$ cat config.mk
export PLATFORM = sky130hd
export DESIGN_NAME = pipeline_stall_sequencer
export DESIGN_NICKNAME = d
export VERILOG_FILES = /design/src/rtl/pipeline_stall_sequencer.sv
export SDC_FILE = /design/constraint.sdc
export NUM_CORES = 1
export LEC_CHECK = 0
export ABC_AREA = 1
export BUFFER_PORTS_ARGS = -buffer_cell sky130_fd_sc_hd__buf_4
export CELL_PAD_IN_SITES_DETAIL_PLACEMENT = 0
export CELL_PAD_IN_SITES_GLOBAL_PLACEMENT = 1
export CORE_MARGIN = 4
export CORE_UTILIZATION = 33
export CTS_BUF_LIST = sky130_fd_sc_hd__clkbuf_4
export DETAILED_ROUTE_END_ITERATION = 10
export GPL_TIMING_DRIVEN = 1
export PLACE_DENSITY = 0.95
export SETUP_SLACK_MARGIN = 0.1
export SLEW_MARGIN = 20
export SYNTH_ARGS = -nofsm -noshare
export SYNTH_HDL_FRONTEND = slang
export SYNTH_SLANG_ARGS = --single-unit
export TNS_END_PERCENT = 10
$ cat constraint.sdc
create_clock -name clk -period 3.2 [get_ports clk]
set_input_delay 0.32 -clock clk [delete_from_list [all_inputs] [get_ports clk]]
set_output_delay 0.32 -clock clk [all_outputs]
set_load 0.02 [all_outputs]
$ cat src/rtl/pipeline_stall_sequencer.sv
// rtl/pipeline_stall_sequencer.sv - pipeline stall/bubble/flush sequencer; optional perf counters under PIPE_STALL_PERF_EN
module pipeline_stall_sequencer #(
    parameter int unsigned FLUSH_CYCLES     = 2,
    parameter int unsigned MAX_HAZARD_STALL = 8
) (
    input  logic        clk,
    input  logic        rst,
    input  logic        isDataHazard,
    input  logic        branchMispredict,
    input  logic        memBusy,
    output logic        fetchStall,
    output logic        decodeStall,
    output logic        executeBubble,
    output logic        executeStall,
    output logic        memStall,
    output logic        decodeFlush,
    output logic        executeFlush,
    output logic        hazardTimeout,
    output logic [31:0] stallCount,
    output logic [31:0] flushCount
);

    localparam logic [1:0] S_RUN      = 2'd0;
    localparam logic [1:0] S_MEM_WAIT = 2'd1;
    localparam logic [1:0] S_FLUSH    = 2'd2;

    logic [1:0] r_state;
    logic [3:0] r_flush_cnt;
    logic [7:0] r_hz_run;
    logic       r_timeout;

    logic [1:0] w_state_next;
    logic [3:0] w_flush_next;
    logic [7:0] w_hz_next;

    always_comb begin
        fetchStall    = 1'b0;
        decodeStall   = 1'b0;
        executeBubble = 1'b0;
        executeStall  = 1'b0;
        memStall      = 1'b0;
        decodeFlush   = 1'b0;
        executeFlush  = 1'b0;
        w_state_next  = r_state;
        w_flush_next  = r_flush_cnt;
        w_hz_next     = r_hz_run;
        if (rst) begin
            decodeFlush  = 1'b1;
            executeFlush = 1'b1;
        end else if (memBusy) begin
            // A memory wait inside the flush window freezes it rather than ending it
            fetchStall   = 1'b1;
            decodeStall  = 1'b1;
            executeStall = 1'b1;
            memStall     = 1'b1;
            decodeFlush  = (r_state == S_FLUSH);
            w_state_next = (r_state == S_FLUSH) ? S_FLUSH : S_MEM_WAIT;
        end else if (branchMispredict) begin
            decodeFlush  = 1'b1;
            executeFlush = 1'b1;
            w_flush_next = 4'(FLUSH_CYCLES - 1);
            w_state_next = (FLUSH_CYCLES > 1) ? S_FLUSH : S_RUN;
            w_hz_next    = 8'd0;
        end else if (r_state == S_FLUSH) begin
            decodeFlush  = 1'b1;
            w_flush_next = r_flush_cnt - 4'd1;
            w_hz_next    = 8'd0;
            if (r_flush_cnt <= 4'd1) begin
                w_state_next = S_RUN;
            end
        end else if (isDataHazard) begin
            fetchStall    = 1'b1;
            decodeStall   = 1'b1;
            executeBubble = 1'b1;
            w_state_next  = S_RUN;
            w_hz_next     = (r_hz_run == 8'hFF) ? r_hz_run : r_hz_run + 8'd1;
        end else begin
            w_state_next = S_RUN;
            w_hz_next    = 8'd0;
        end
    end

    always_ff @(posedge clk) begin
        if (rst) begin
            r_state     <= S_RUN;
            r_flush_cnt <= 4'd0;
            r_hz_run    <= 8'd0;
            r_timeout   <= 1'b0;
        end else begin
            r_state     <= w_state_next;
            r_flush_cnt <= w_flush_next;
            r_hz_run    <= w_hz_next;
            // Flag appears the cycle after the run length hits the limit
            if (w_hz_next == 8'(MAX_HAZARD_STALL)) begin
                r_timeout <= 1'b1;
            end
        end
    end

    assign hazardTimeout = r_timeout;

`ifdef PIPE_STALL_PERF_EN
    logic [31:0] r_stall_count;
    logic [31:0] r_flush_count;
    logic        w_bm_accept;

    assign w_bm_accept = !rst && !memBusy && branchMispredict;

    always_ff @(posedge clk) begin
        if (rst) begin
            r_stall_count <= 32'd0;
            r_flush_count <= 32'd0;
        end else begin
            if (fetchStall) begin
                r_stall_count <= r_stall_count + 32'd1;
            end
            if (w_bm_accept) begin
                r_flush_count <= r_flush_count + 32'd1;
            end
        end
    end

    assign stallCount = r_stall_count;
    assign flushCount = r_flush_count;
`else
    assign stallCount = 32'd0;
    assign flushCount = 32'd0;
`endif

endmodule

==> metrics <==
clock root cell=clkbuf_4; PostCTS Resize Cnt=0; Post-synth EDFFs=0; Worst-path clk slew=0.09 ns; Initial DRC Count=64; FFs w/ async S/R, synth=0%; status=finished, final reports clean; critical path startpoint=r_state[0]$_SDFFE_PP0P_; DRT Pass-1 Iters=4; Routed Antenna Nets=0; RSZ-0062 raised after global routing=no; total negative slack=0 ns; R2R cell count=10; Area growth syn-to-layout=-7.65%; fin crit share=51.3%; initial antenna violation count=0; HP Class=in2reg; largest net degree at the start of global routing=13; final setup fails=0; die width=72.9 um; nets@finish=216; IO Port Bufs=12; top post-synthesis cells by count=67 x buf_4, 31 x nand2_1, 17 x inv_1; number of synthesized register bits=15; reg2reg setup slack=1.56 ns; CTS tree=built; CP Data Arrival Time=1.32 ns; share of the synthesized area in the top cell type=36.2%; Remaining Overflow, GRT=0; CP Depth=5; hpwl dp=1870 um; Netlist cell types=27; Pins Over Slew Limit=0; Die Y=72.9 um; Critical Path Max Stage Delay=0.32 ns; hold path startpoint=rst; critical-path maximum fanout=7; critical path launch point type=flip-flop; count leader, synth=buf_4; via count=990; Final WS setup=1.56 ns; ys flop type=dfxtp_1; Pleak=0.000698 uW; worst reg2reg startpoint=r_hz_run[0]$_SDFF_PP0_; CTS Buffer Depth=2; highest ir drop seen on vdd=0.0939 mV; Via density=3.85; area leader, netlist=buf_4; clk_lat worst skew=0.29 ns; minimum clock period=1.64 ns; row count=23; Starting Density=34.5%; worst r2r dst=hazardTimeout$_SDFFE_PP0N_; Top delay family on crit path=flip-flops; Syn. warnings=0; Avg Synthesized Cell Area=7.06 um2; WP data required=2.88 ns; Final Skew=0.00139 ns; CP endpoint kind=output pin; setup bufs post-CTS=0; Seq/Total Area, Yosys=21.6%; global-route wire length before repair=3510 um; top cells by area, synth=buf_4 36%, dfxtp_1 22%, nand2_1 8.4%; total track usage=8.30%; kind of critical path=reg2out; Post-Route WL=2280 um; synthesized area=1390 um2; CP Buf/Inv Count=2; core area=4030 um2; GP Congestion=0.816; Place WS=1.56 ns; share of layout cells above drive strength 1=14.0%; Final Hold Viols=0; PwrDens=349 nW/um2; diode count=0; Top Ports=77; clk sink count=15; most used cell, CP=nand2_1; Cells after Synth=197; Hold-fix buffers, CTS=0; maximum capacitance violations=0; H-Tree Level Count=1; fmax=609 MHz; Routed WL per cell=8.85 um; die area=5310 um2; crit-path cells=inv_1 > nand2_1 > nand2_1 > o21ai_4 > buf_4; vias in the first global route=815; TritonCTS buffer count=3; Worst Setup EP=fetchStall; CP max-delay cell=dfxtp_1; DRC violations left=0
placed cells by master, fill, tap and decap left out, types with 2 or more instances in the layout:
| cell type | count |
|---|---|
| conb_1 | 64 |
| nand2_1 | 31 |
| inv_1 | 17 |
| dfxtp_1 | 15 |
| nor2_1 | 14 |
| nand3_1 | 13 |
| buf_4 | 12 |
| nand4_1 | 4 |
| a21oi_1 | 4 |
| clkbuf_4 | 4 |
| nor2_2 | 3 |
| nand2_2 | 3 |
| a31oi_1 | 3 |
| o21ai_0 | 3 |
| ha_1 | 3 |
| inv_2 | 2 |
| a21oi_2 | 2 |
power breakdown:
group	internal, uW	total, uW	switching, uW
Clock	57.1	124	66.8
Combinational	23.2	127	104
Sequential	193	197	4.51
logic make-up after synthesis:
| logic type | after synthesis | synth area share [%] |
|---|---|---|
| buffers and inverters | 89 | 43.2 |
| xor gates and xnor gates | 1 | 0.630 |
| adders and majority gates | 3 | 2.70 |
| and+or+nand+nor | 71 | 23.1 |
| other | 1 | 0.270 |
| AOI/OAI and AO/OA | 17 | 8.46 |
| DFF | 15 | 21.6 |
area by class of cell:
| class | instances | area, um2 |
|---|---|---|
| Inverter | 20 | 75.1 |
| Clock buffer | 4 | 30.0 |
| Tap cell | 50 | 62.6 |
| Multi-Input combinational cell | 156 | 726 |
| Sequential cell | 15 | 300 |
| Fill cell | 463 | 2750 |
| Timing Repair Buffer | 12 | 90.1 |
worst min path at each step:
| stage | end | slack (ns) | cells after the start |
|---|---|---|---|
| 4_1_cts | hazardTimeout$_SDFFE_PP0N_ | 0.25 | 2 |
| 3_5_place_dp | hazardTimeout$_SDFFE_PP0N_ | 0.46 | 2 |
| 6_report | hazardTimeout$_SDFFE_PP0N_ | 0.26 | 2 |
| 5_1_grt | hazardTimeout$_SDFFE_PP0N_ | 0.26 | 2 |
| 2_1_floorplan | r_flush_cnt[0]$_SDFFE_PP0P_ | 0.45 | 1 |
| 3_3_place_gp | hazardTimeout$_SDFFE_PP0N_ | 0.46 | 2 |
metal layers:
metal  vias to the layer above  GRT usage [%]  part of all wire (%)
met5                         -              0                     0
met4                         0           5.53                   2.8
met3                         5          0.413                   9.0
met2                        51           13.1                    47
met1                       426           10.9                    41
li1                        508              -                     -
metrics by stage:
| step | std cells | utilization (%) | hold WS [ns] | total power, uW | area [um2] |
|---|---|---|---|---|---|
| global route | 257 | 31.9 | 0.265 | 470 | 1280 |
| global placement | 253 | 31.1 | 0.456 | 327 | 1250 |
| CTS | 257 | 31.9 | 0.254 | 450 | 1280 |
| floorplan | 260 | - | 0.453 | 371 | 1630 |
| detailed placement | 253 | 31.1 | 0.462 | 327 | 1250 |
| finish | 257 | 31.9 | 0.255 | 448 | 1280 |
registers in the layout, indices dropped and copies added, names as in the netlist:
| register | flops |
|---|---|
| hazardTimeout | 1 |
| r_flush_cnt | 4 |
| r_hz_run | 8 |
| r_state | 2 |
Power figures use the tool's default switching activity.
